$ cat src/rtl/cpu_pkg.sv
// Shared CPU definitions: memory geometry, reset vector and the fetch entry layout.
package cpu_pkg;

   localparam int unsigned INSTR_NUM = 1024;
   localparam logic [31:0] RESET_PC  = 32'h0000_0000;
   localparam logic [31:0] NOP_INSTR = 32'h0000_0000;

   typedef struct packed {
      logic [31:0] pc;
      logic [31:0] instr;
   } fetch_entry_t;

endpackage

$ cat src/rtl/fetch_buffer.sv
// Two-entry in-order fetch FIFO; slot 0 is always the head, so head outputs come straight from flops.
module fetch_buffer
   import cpu_pkg::*;
#(
   parameter int unsigned DEPTH = 2
) (
   input  logic         clk_i,
   input  logic         rst_i,
   input  logic         push_i,
   input  logic         pop_i,
   input  logic         flush_i,
   input  fetch_entry_t push_data_i,
   output logic         full_o,
   output logic         head_valid_o,
   output fetch_entry_t head_o
);

   localparam int unsigned CW = $clog2(DEPTH + 1);
   localparam logic [CW-1:0] FULL_CNT = CW'(DEPTH);

   fetch_entry_t  slot_q [DEPTH];
   logic [CW-1:0] count_q;

   always_ff @(posedge clk_i or negedge rst_i) begin
      if (!rst_i) begin
         slot_q[0] <= '0;
         slot_q[1] <= '0;
         count_q   <= '0;
      end else if (flush_i) begin
         count_q <= '0;
      end else begin
         unique case ({push_i, pop_i})
            2'b10: begin
               if (count_q == '0) slot_q[0] <= push_data_i;
               else               slot_q[1] <= push_data_i;
               count_q <= count_q + 1'b1;
            end
            2'b01: begin
               slot_q[0] <= slot_q[1];
               count_q   <= count_q - 1'b1;
            end
            2'b11: begin
               // Simultaneous push/pop: new entry lands behind whatever remains after the pop.
               if (count_q == FULL_CNT) begin
                  slot_q[0] <= slot_q[1];
                  slot_q[1] <= push_data_i;
               end else begin
                  slot_q[0] <= push_data_i;
               end
            end
            default: ;
         endcase
      end
   end

   always_comb begin
      full_o       = (count_q == FULL_CNT);
      head_valid_o = (count_q != '0);
      head_o       = head_valid_o ? slot_q[0] : '{pc: '0, instr: NOP_INSTR};
   end

endmodule

$ cat src/rtl/instr_fetch_unit.sv
// IF stage: owns the PC, reads instruction memory and feeds ID through a 2-entry buffer.
module instr_fetch_unit #(
   parameter logic [31:0] RESET_PC  = cpu_pkg::RESET_PC,
   parameter int unsigned INSTR_NUM = cpu_pkg::INSTR_NUM,
   parameter int unsigned DEPTH     = 2
) (
   input  logic        clk_i,
   input  logic        rst_i,
   output logic [31:0] pc_addr_o,
   input  logic [31:0] instr_i,
   input  logic        redirect_i,
   input  logic [31:0] redirect_pc_i,
   input  logic        halt_i,
   output logic        if_valid_o,
   output logic [31:0] if_instr_o,
   output logic [31:0] if_pc_o,
   output logic [31:0] if_pc_plus4_o,
   input  logic        id_ready_i,
   output logic        misalign_o
);

   import cpu_pkg::*;

   localparam logic [31:0] PC_SPAN = 32'(INSTR_NUM * 4);

   logic [31:0]  pc_q;
   logic [31:0]  pc_inc;
   logic [31:0]  pc_seq;
   logic         misalign_q;
   logic         pop;
   logic         cap;
   logic         buf_full;
   fetch_entry_t head;
   fetch_entry_t push_data;

   always_comb begin
      pop       = if_valid_o & id_ready_i;
      cap       = ~redirect_i & ~halt_i & (~buf_full | pop);
      pc_inc    = pc_q + 32'd4;
      pc_seq    = (pc_inc >= PC_SPAN) ? '0 : pc_inc;
      push_data = '{pc: pc_q, instr: instr_i};
   end

   always_ff @(posedge clk_i or negedge rst_i) begin
      if (!rst_i) begin
         pc_q       <= RESET_PC;
         misalign_q <= 1'b0;
      end else begin
         if (redirect_i) begin
            pc_q <= {redirect_pc_i[31:2], 2'b00};
            if (|redirect_pc_i[1:0]) misalign_q <= 1'b1;
         end else if (cap) begin
            pc_q <= pc_seq;
         end
      end
   end

   fetch_buffer #(
      .DEPTH (DEPTH)
   ) u_fetch_buffer (
      .clk_i        (clk_i),
      .rst_i        (rst_i),
      .push_i       (cap),
      .pop_i        (pop),
      .flush_i      (redirect_i),
      .push_data_i  (push_data),
      .full_o       (buf_full),
      .head_valid_o (if_valid_o),
      .head_o       (head)
   );

   always_comb begin
      pc_addr_o     = pc_q;
      misalign_o    = misalign_q;
      if_pc_o       = head.pc;
      if_instr_o    = head.instr;
      if_pc_plus4_o = if_valid_o ? head.pc + 32'd4 : '0;
   end

endmodule

$ cat config.mk
export PLATFORM = sky130hd
export DESIGN_NAME = instr_fetch_unit
export DESIGN_NICKNAME = d
export VERILOG_FILES = /design/src/rtl/cpu_pkg.sv /design/src/rtl/fetch_buffer.sv /design/src/rtl/instr_fetch_unit.sv
export SDC_FILE = /design/constraint.sdc
export NUM_CORES = 1
export LEC_CHECK = 0
export BUFFER_PORTS_ARGS = -buffer_cell sky130_fd_sc_hd__buf_2
export CAP_MARGIN = 20
export CORE_MARGIN = 2
export CORE_UTILIZATION = 25
export CTS_BUF_LIST = sky130_fd_sc_hd__clkbuf_4 sky130_fd_sc_hd__clkbuf_8
export DETAILED_ROUTE_END_ITERATION = 8
export MAX_ROUTING_LAYER = met4
export SLEW_MARGIN = 15
export SYNTH_ARGS = -nofsm -noshare
export SYNTH_HDL_FRONTEND = slang
export SYNTH_HIERARCHICAL = 1
export SYNTH_SLANG_ARGS = --single-unit
$ cat constraint.sdc
create_clock -name clk_i -period 6.6 [get_ports clk_i]
set_input_delay 1.32 -clock clk_i [delete_from_list [all_inputs] [get_ports clk_i]]
set_output_delay 1.32 -clock clk_i [all_outputs]
set_load 0.01 [all_outputs]
==> metrics.md, run 1 <==
| Metric | Value |
|---|---|
| Status | complete, no violations |
| CP required | approximately 5300 ps |
| Max rail drop VDD | roughly 210 µV |
| Most used routing layer | met2 |
| Layout Nets | 1039 |
| GPL Wtd Cong | 0.786 |
| Sequential share of the synthesized area | about 46% |
| CTS resizes | 0 |
| Die Height | 191 µm |
| Setup violators final | 0 |
| Yosys reg bits | 161 |
| CTS Hold Buffers Added | 0 |
| Setup tns final | 0 ps |
| Setup crit start kind | flip-flop |
| Crit share post-route | just under 80% |
| EDFF count, synth | 0 |
| Worst-margin pin slew | ~940 ps |
| Post-synth ARST share | between 90% and 100% |
| P_leak | 0.00492 µW |
| Io pins | 199 |
| GR Overflow Total | 0 |
| Max clock buf depth | 2 |
| Crit path cell chain | nor2_1 -> inv_2 -> and2_1 -> and4_1 -> nand4_1 -> nor3_1 -> buf_4 -> nand2_1 -> nor2_1 -> nand3_1 -> xnor2_1 -> and2_1 -> buf_2 |
| Root Buffer | clkbuf_8 |
| Final Max Slew Viols | 0 |
| WS Path Type | reg2out |
| Final WL | around 25000 µm |
| Sw frac | 35.3% |
| CP Max Fanout | 44 |
| CP endpoint kind | output port |
| Initial DRC count | a little under 300 |
| Drt via density | 4.54 |
| Core box area | 0.0345 mm² |
| CP peak stage delay | 440 ps |
| RSZ-0062 raised after global routing | no |
| Total CTS buffers | 17 |
| Tmin final | just over 5000 ps |
| Clk_skew | 14.7 ps |
| Routed length per instance | about 17 µm |
| Mapped Area | 0.00875 mm² |
| Post-route DRC | 0 |
| Design Area, Final | 0.0106 mm² |
| Worst-path clk slew | 100 ps |
| Post-synthesis cell type count | 56 |
| Switch Pwr | approximately 1400 µW |
| Met3 usage | 3.03% |
| Layout cells sized above 1 | 45.7% |
| P&R area growth vs syn | 21.4% |
| Vias post-DR | 6534 |
| Placed instance area | 0.0102 mm² |
| Clk sink count | 161 |
| Cell-internal power | 2540 µW |
| Final Hold Vio Count | 0 |
| Post-Syn Instances | 773 |
| Htree depth | 4 |
| Crit path DAT | approximately 3800 ps |
| Min-delay worst type | reg2reg |
| Postcts setup bufs | 0 |
| I/O Buffers | 196 |
| Clock power frac | around 21% |
| Relative slew slack | 37.1% |
| Vias in the first global route | 6561 |
| Die W | 191 µm |
| Fmax achieved | between 150 and 200 MHz |
| Yosys Warn Count | 6 |
| Pin count of the biggest net entering global routing | 95 |
| Dpl hpwl | approximately 17000 µm |
| Met2 Usage GRT | between 20% and 30% |
| Met1 Usage GRT | about 18% |
| Cell row count | 68 |
| Mean post-synth cell area | 11.3 µm² |
| Starting Density | between 20% and 30% |
| Sequential power share | 40.9% |
| DRT Pass-1 Iters | 4 |
| CP max-delay cell | dfrtp_1 |
| Antenna-violating nets left | 0 |
| CTS tree | done |
| Die area | 0.0365 mm² |
| Maxcap violations | 0 |
| First-pass GRT wire length | between 30000 and 40000 µm |
| Main synth FF type | dfrtp_1 |
| Worst-Skew Late Latency | 480 ps |
| Pwr/cell area | 370 mW/mm² |
| Initial antenna violation count | 2 |
| Combinational Power Share | 38.6% |
| Total GRT Usage | 14.0% |
==> layout make-up <==
type / instances / area (µm²)
Fill cell: 3581 / 23800
Multi-Input combinational cell: 563 / 4430
Sequential cell: 161 / 4030
Timing Repair Buffer: 211 / 1110
Tap cell: 455 / 569
Clock buffer: 17 / 234
Clock inverter: 15 / 195
Inverter: 14 / 52.6
Antenna cell: 2 / 5.00
==> power by group through the flow <==
stage | sequential [µW] | clock (µW) | combinational [µW]
2_1_floorplan | 1550 | 0 | 1080
3_3_place_gp | 1610 | 0 | 1510
3_5_place_dp | 1630 | 0 | 1540
4_1_cts | 1610 | 852 | 1550
5_1_grt | 1670 | 884 | 1660
6_report | 1610 | 808 | 1520
==> layer usage <==
layer | up-vias | part of all wire [%]
met5 | - | 0
met4 | 0 | 1.5
met3 | 17 | 4.7
met2 | 173 | 47
met1 | 3248 | 47
li1 | 3096 | -
==> final timing paths <==
| check | to | cells past startpoint | start | slack, ps |
|---|---|---|---|---|
| hold / removal | u_fetch_buffer/slot_q[11] | 1 | u_fetch_buffer/slot_q[11] | 490 |
| hold reg to reg | u_fetch_buffer/slot_q[11] | 1 | u_fetch_buffer/slot_q[11] | 490 |
| setup / recovery | if_pc_plus4_o[31] | 13 | u_fetch_buffer/count_q[0] | 1500 |
| setup reg to reg | pc_addr_o[4] | 12 | u_fetch_buffer/count_q[0] | 2310 |
| max in group asynchronous | u_fetch_buffer/slot_q[29] | 2 | rst_i | 4220 |
| min in group asynchronous | u_fetch_buffer/slot_q[61] | 1 | rst_i | 920 |
==> state kept, by name, indices dropped and copies added (netlist names) <==
| register | flops |
|---|---|
| misalign_o | 1 |
| pc_addr_o | 30 |
| u_fetch_buffer/count_q | 2 |
| u_fetch_buffer/slot_q | 128 |
==> worst max-delay path, delay by kind of cell, from the launching register on <==
kind          cells  cell delay (ps)
simple gates      9             1890
xor+xnor          1              180
flops             1              440
buf+inv           3              770
==> kinds of logic after synthesis <==
group                      count (synthesis)  synth area share, %
AOI/OAI and AO/OA                         67                 4.72
xor gates and xnor gates                  34                 3.40
adders and majority gates                  2                0.286
buffers and inverters                     54                 3.66
DFF                                      161                 46.1
muxes                                    196                 25.2
other                                      1               0.0429
and+or+nand+nor                          258                 16.6
==> through the flow <==
step,power (µW),hold slack [ps],setup slack [ps],utilization (%),cells
3_5_place_dp,3170,476,1940,29.6,1404
5_1_grt,4210,510,1120,30.8,1437
6_report,3930,493,1500,30.8,1438
2_1_floorplan,2640,454,2420,-,778
4_1_cts,4010,496,1330,30.8,1436
3_3_place_gp,3130,449,1980,29.5,1403
==> cells in the mapped netlist (3+ instances only) <==
library cell	instances	share of area, %
nor2b_1	3	0.21
buf_6	8	1.0
a21oi_1	12	0.69
or3_1	4	0.29
nand4_1	12	0.86
nand2_1	61	2.6
dfrtp_1	161	46
and2_1	93	6.7
inv_1	14	0.60
nor4_1	6	0.43
o21ai_0	24	1.4
a22oi_1	4	0.34
mux2_1	4	0.51
o21ai_1	8	0.46
and3_1	9	0.64
nor2_1	21	0.90
buf_2	6	0.34
mux2_2	190	24
a32oi_1	4	0.40
buf_4	8	0.69
nand3_1	23	1.3
nor3b_1	4	0.34
xnor2_1	26	2.6
clkbuf_1	16	0.69
xor2_1	8	0.80
nor3_1	5	0.29
==> placed cells by master, fill, tap and decap left out, types with 8 or more instances in the layout <==
master,n
nand3_1,23
mux2_2,190
inv_1,13
buf_2,195
a21oi_1,12
dfrtp_1,161
nand4_1,12
xnor2_1,26
o21ai_1,8
o21ai_0,24
buf_4,14
nor2_1,21
xor2_1,8
and2_1,93
and3_1,9
clkbuf_8,17
nand2_1,61
No activity file was read; power rests on OpenSTA's default activity.
==> run 2: changes to the inputs <==
==> constraint.sdc (replaced) <==
create_clock -name clk_i -period 4.24 [get_ports clk_i]
set_input_delay 0.848 -clock clk_i [delete_from_list [all_inputs] [get_ports clk_i]]
set_output_delay 0.848 -clock clk_i [all_outputs]
set_load 0.01 [all_outputs]
==> metrics.md, run 2 (synthesized netlist as in run 1, its figures left out) <==
| Metric | Value |
|---|---|
| Status | complete, no violations |
| CTS Hold Buffers Added | 0 (unchanged) |
| Maxcap violations | 0 (unchanged) |
| Pin count of the biggest net entering global routing | 85 (-11%) |
| Htree depth | 4 (unchanged) |
| Setup violators final | 0 (unchanged) |
| CTS tree | done |
| Final Max Slew Viols | 0 (unchanged) |
| CP required | 3390 ps (-1890 ps) |
| Commonest non-fill, non-tap cells in the layout | buf_2, mux2_2, dfrtp_1 |
| Die area | 0.0365 mm² (unchanged) |
| Clk sink count | 161 (unchanged) |
| Root Buffer | clkbuf_8 |
| Cell row count | 68 (unchanged) |
| Final Hold Vio Count | 0 (unchanged) |
| Vias in the first global route | 6591 (+0.46%) |
| Vias post-DR | 6568 (+0.52%) |
| Fillers | 3577 (-0.11%) |
| Layout cells sized above 1 | 46.7% (+1.0 points) |
| CP max-delay cell | dfrtp_1 |
| Worst-path clk slew | 100 ps (about the same) |
| Worst hold margin | 451 ps (-42.2 ps) |
| Reg area | 0.00403 mm² (unchanged) |
| Antenna-violating nets left | 0 (unchanged) |
| First-pass GRT wire length | 38100 µm (+0.66%) |
| Tmin final | 3980 ps |
| Die W | 191 µm (unchanged) |
| Crit path DAT | 3130 ps (-650 ps) |
| Worst-Skew Late Latency | 470 ps (about the same) |
| Reg-to-Reg Start | u_fetch_buffer/count_q[0] |
| Worst reg2reg path depth | 11 (-1) |
| Max clock buf depth | 2 (unchanged) |
| Worst path bufs/invs | 3 (unchanged) |
| Setup tns final | 0 ps (unchanged) |
| Initial DRC count | 297 (+2.8%) |
| Fmax achieved | 251 MHz |
| CP top delay family | simple AND/OR/NAND/NOR gates |
| Largest Register | u_fetch_buffer/slot_q |
| DRT Pass-1 Iters | 4 (unchanged) |
| Crit path cell chain | nor2_1 -> inv_4 -> and2_2 -> and4_1 -> nand4_1 -> nor3_1 -> buf_4 -> nand2_1 -> nor2_2 -> nand3_2 -> xnor2_1 -> and2_1 -> buf_2 |
| Crit share post-route | 93.9% |
| P_leak | 0.00492 µW (about the same) |
| Total CTS buffers | 17 (unchanged) |
| Drt via density | 4.56 (+0.31%) |
| Dpl hpwl | 17500 µm (+2.7%) |
| Layout Nets | 1044 (+0.48%) |
| Design Area, Final | 0.0106 mm² (about the same) |
| Max reg flops | 128 (unchanged) |
| P&R area growth vs syn | 21.5% (about the same) |
| Die Height | 191 µm (unchanged) |
| Initial antenna violation count | 0 (-2) |
| Setup crit start kind | flip-flop |
| Min-delay worst type | in2async |
| Worst-margin pin slew | 843 ps (-92.8 ps) |
| Pwr/cell area | 562 mW/mm² (+52%) |
| GR Overflow Total | 0 (unchanged) |
| Max rail drop VDD | 396 µV (+86%) |
| Routed length per instance | 17.3 µm (+1.3%) |
| Commonest non-fill, non-tap cell in the layout | buf_2 |
| Post-route DRC | 0 (unchanged) |
| CP Max Fanout | 22 (-50%) |
| Worst setup startpoint | u_fetch_buffer/count_q[0] |
| Placed instance area | 0.0102 mm² (+0.32%) |
| Starting Density | 25.4% (unchanged) |
| Multi-input logic area | 0.00445 mm² (+0.45%) |
| CP peak stage delay | 420 ps (-20 ps) |
| I/O Buffers | 196 (unchanged) |
| Clk_skew | 15.9 ps (+1.25 ps) |
| RSZ-0062 raised after global routing | no |
| Final WL | 25000 µm (+1.5%) |
| Core box area | 0.0345 mm² (unchanged) |
| CP endpoint kind | output port |
| WS Path Type | reg2out |
| R2R Path End | u_fetch_buffer/slot_q[79] |
| Total GRT Usage | 14.2% (+0.22 points) |
| Reg2reg setup slack | 820 ps (-1490 ps) |
| GPL Wtd Cong | 0.837 (+6.6%) |
| Relative slew slack | 43.8% (+6.7 points) |
| Io pins | 199 (unchanged) |
[run 2: power by group]
group	switching [µW]	leakage [µW]	internal (µW)
Sequential	352	0.00200	2150
Combinational	1160	0.00275	1230
Clock	607	0.000175	475
[run 2: routing by layer]
layer / GRT usage, % / vias up / routed length, µm
li1: - / 3108 / -
met1: 17.6 / 3292 / 11200
met2: 22.0 / 143 / 11800
met3: 4.42 / 25 / 1510
met4: 4.64 / 0 / 489
met5: - / - / 0
[run 2: how the worst max path moves through the flow]
stage,cells after the start,slack [ps],to
6_report,13,260,if_pc_plus4_o[31]
5_1_grt,13,9,if_pc_plus4_o[31]
4_1_cts,13,10,if_pc_plus4_o[31]
3_5_place_dp,13,390,if_pc_plus4_o[31]
3_3_place_gp,13,490,if_pc_plus4_o[31]
2_1_floorplan,11,530,if_pc_plus4_o[24]
[run 2: area by class of cell]
type	count	share of cell area [%]
Multi-Input combinational cell	563	41.9
Sequential cell	161	37.9
Timing Repair Buffer	216	10.9
Tap cell	455	5.36
Clock buffer	19	2.34
Clock inverter	12	1.07
Inverter	14	0.518
Antenna cell	1	0.0235
[run 2: repair_timing]
action | CTS | global route
setup buffers | 0 | 3
resized for setup | 3 | 6
pin swaps | 0 | 1
setup endpoints to repair | 1 | 6
[run 2: worst reg2reg max path, cell delays in order (launching register included)]
cell     delay [ps]
dfrtp_1         420
nor2_1          110
inv_4           160
buf_4           290
nand2_1         150
a211o_1         500
inv_1           270
inv_1           180
o21ai_4         220
buf_4           340
mux2_2          380
mux2_2          270
[run 2: stage by stage]
stage | setup slack (ps) | std cells | power (µW) | utilization (%)
6_report | 258 | 1441 | 5980 | 30.8
5_1_grt | 8.56 | 1440 | 6420 | 30.8
4_1_cts | 12.2 | 1437 | 6080 | 30.7
3_5_place_dp | 388 | 1406 | 4950 | 29.7
3_3_place_gp | 492 | 1406 | 4880 | 29.7
2_1_floorplan | 529 | 778 | 4100 | -
==> run 3: changes to the inputs <==
--- a/config.mk
+++ b/config.mk
@@ -5,13 +5,14 @@
 export SDC_FILE = /design/constraint.sdc
 export NUM_CORES = 1
 export LEC_CHECK = 0
-export BUFFER_PORTS_ARGS = -buffer_cell sky130_fd_sc_hd__buf_2
 export CAP_MARGIN = 20
 export CORE_MARGIN = 2
 export CORE_UTILIZATION = 25
 export CTS_BUF_LIST = sky130_fd_sc_hd__clkbuf_4 sky130_fd_sc_hd__clkbuf_8
 export DETAILED_ROUTE_END_ITERATION = 8
+export DONT_BUFFER_PORTS = 1
 export MAX_ROUTING_LAYER = met4
+export SETUP_SLACK_MARGIN = 0.1
 export SLEW_MARGIN = 15
 export SYNTH_ARGS = -nofsm -noshare
 export SYNTH_HDL_FRONTEND = slang
==> constraint.sdc (replaced) <==
create_clock -name clk_i -period 4.85 [get_ports clk_i]
set_input_delay 0.97 -clock clk_i [delete_from_list [all_inputs] [get_ports clk_i]]
set_output_delay 0.97 -clock clk_i [all_outputs]
set_load 0.01 [all_outputs]
==> metrics.md, run 3 (synthesized netlist as in run 1, its figures left out) <==
| Metric | Value |
|---|---|
| Status | complete, no violations |
| Cell-internal power | 3220 µW (-16%) |
| First-pass GRT wire length | 36200 µm (-5.1%) |
| Worst-path clk slew | 100 ps (about the same) |
| Core box area | 0.0345 mm² (unchanged) |
| CTS Hold Buffers Added | 0 (unchanged) |
| Sequential power share | 44.0% (+2.1 points) |
| Post-route DRC | 0 (unchanged) |
| P&R area growth vs syn | 9.76% |
| Final WL | 24100 µm (-3.7%) |
| Antenna Cells | 0 (-1) |
| Worst hold margin | 175 ps (-276 ps) |
| CP dominant cell by count | nand2_1 |
| Setup tns final | 0 ps (unchanged) |
| Final Hold Vio Count | 0 (unchanged) |
| Worst setup startpoint | u_fetch_buffer/count_q[0] |
| Total CTS buffers | 17 (unchanged) |
| Reg-to-Reg Start | pc_addr_o[2] |
| Largest Register | u_fetch_buffer/slot_q |
| Fmax achieved | 227 MHz |
| Postcts setup bufs | 0 (unchanged) |
| Routed length per instance | 19.5 µm (+12%) |
| Dpl hpwl | 16400 µm (-6.5%) |
| Vias in the first global route | 5902 (-10%) |
| Starting Density | 25.4% (unchanged) |
| Relative slew slack | 35.5% (-8.3 points) |
| Worst-Skew Late Latency | 480 ps (about the same) |
| Layout cells sized above 1 | 31.8% (-15 points) |
| Layout Nets | 839 (-20%) |
| Pwr/cell area | 524 mW/mm² (-6.9%) |
| Min-delay worst type | in2async |
| Die Height | 191 µm (unchanged) |
| Commonest non-fill, non-tap cells in the layout | mux2_2, dfrtp_1, and2_1 |
| Worst-margin pin slew | 960 ps (+117 ps) |
| CP max-delay cell | dfrtp_1 |
| Crit path cell chain | nor2_1 -> inv_4 -> and2_1 -> ha_1 -> nand2_1 -> nor4_1 -> buf_4 -> nand2_1 -> or3_1 -> a21boi_0 |
| Total GRT Usage | 13.7% (-0.47 points) |
| Vias post-DR | 5884 (-10%) |
| Max reg flops | 128 (unchanged) |
| Die W | 191 µm (unchanged) |
| Max rail drop VDD | 269 µV (-32%) |
| Clk_skew | 15.7 ps (-0.182 ps) |
| Max clock buf depth | 2 (unchanged) |
| CP Max Fanout | 22 (unchanged) |
| CTS tree | done |
| Clock power frac | 21.2% (+3.1 points) |
| Clk sink count | 161 (unchanged) |
| P_leak | 0.00398 µW (-19%) |
| Setup crit start kind | flip-flop |
| Die area | 0.0365 mm² (unchanged) |
| Crit share post-route | 90.7% |
| CP required | 3880 ps (+490 ps) |
| Initial DRC count | 228 (-23%) |
| Fillers | 3553 (-0.67%) |
| CP endpoint kind | output port |
| WS Path Type | reg2out |
| Antenna-violating nets left | 0 (unchanged) |
| Io pins | 199 (unchanged) |
| Initial antenna violation count | 0 (unchanged) |
| Design Area, Final | 0.00960 mm² (-9.7%) |
| Htree depth | 4 (unchanged) |
| CTS resizes | 0 (-3) |
| Commonest non-fill, non-tap cell in the layout | mux2_2 |
| Combinational Power Share | 34.8% (-5.2 points) |
| Placed instance area | 0.00919 mm² (-10%) |
| Switch Pwr | 1810 µW (-15%) |
| DRT Pass-1 Iters | 4 (unchanged) |
| Final Max Slew Viols | 0 (unchanged) |
| Root Buffer | clkbuf_8 |
| Pin count of the biggest net entering global routing | 162 (+91%) |
| Setup violators final | 0 (unchanged) |
| Drt via density | 4.76 (+4.4%) |
| Crit path DAT | 3430 ps (+300 ps) |
| GR Overflow Total | 0 (unchanged) |
| Maxcap violations | 0 (unchanged) |
| Cell row count | 68 (unchanged) |
| Tmin final | 4400 ps |
| I/O Buffers | 0 (-100%) |
| CP peak stage delay | 450 ps (+30 ps) |
| GPL Wtd Cong | 0.776 (-7.3%) |
| Sw frac | 35.9% (+0.38 points) |
| RSZ-0062 raised after global routing | no |
==> run 3: stage by stage <==
step	instances	power, µW	utilization [%]	worst slack, ps
final	1236	5030	27.9	452
after floorplan	778	3590	-	1020
after global placement	1204	3960	26.7	802
after global routing	1236	5390	27.9	105
after detailed placement	1204	4020	26.7	767
after CTS	1236	5120	27.8	184
==> run 3: layout make-up <==
class | count | area, µm² | share of cell area (%)
clock buffer | 17 | 234 | 2.44
clock inverter | 15 | 173 | 1.80
inverter | 14 | 55.1 | 0.573
multi-input combinational | 563 | 4430 | 46.1
sequential | 161 | 4030 | 42.0
tap | 455 | 569 | 5.93
timing repair buffer | 11 | 111 | 1.16
==> run 3: worst max-delay path: cells and delay by family, from the launching register on <==
kind,cells,cell delay [ps]
and+or+nand+nor,6,1480
adders and majority gates,1,310
DFF,1,450
buffers and inverters,2,370
AOI/OAI and AO/OA,1,330
==> run 3: routing by layer <==
layer  global-route usage [%]  part of all wire, %
met1                     17.2                   45
met2                     21.2                   47
met3                     4.37                  7.1
met4                     4.20                  1.5
met5                        -                    0
==> run 3: worst paths after layout <==
path | end | slack, ps | cells after the start
min | u_fetch_buffer/slot_q[0] | 180 | 0
max | if_pc_plus4_o[24] | 450 | 10
max in group asynchronous | u_fetch_buffer/slot_q[34] | 4370 | 0
min in group clk_i | u_fetch_buffer/slot_q[9] | 500 | 1
min reg2reg | u_fetch_buffer/slot_q[9] | 500 | 1
max reg2reg | pc_addr_o[2] | 1070 | 8
==> run 3: power by group through the flow <==
| stage | Clock [µW] | Sequential [µW] | Combinational [µW] |
|---|---|---|---|
| after CTS | 1120 | 2220 | 1780 |
| after global routing | 1180 | 2280 | 1920 |
| after detailed placement | 0 | 2240 | 1780 |
| after floorplan | 0 | 2110 | 1480 |
| after global placement | 0 | 2220 | 1730 |
| final | 1070 | 2210 | 1750 |
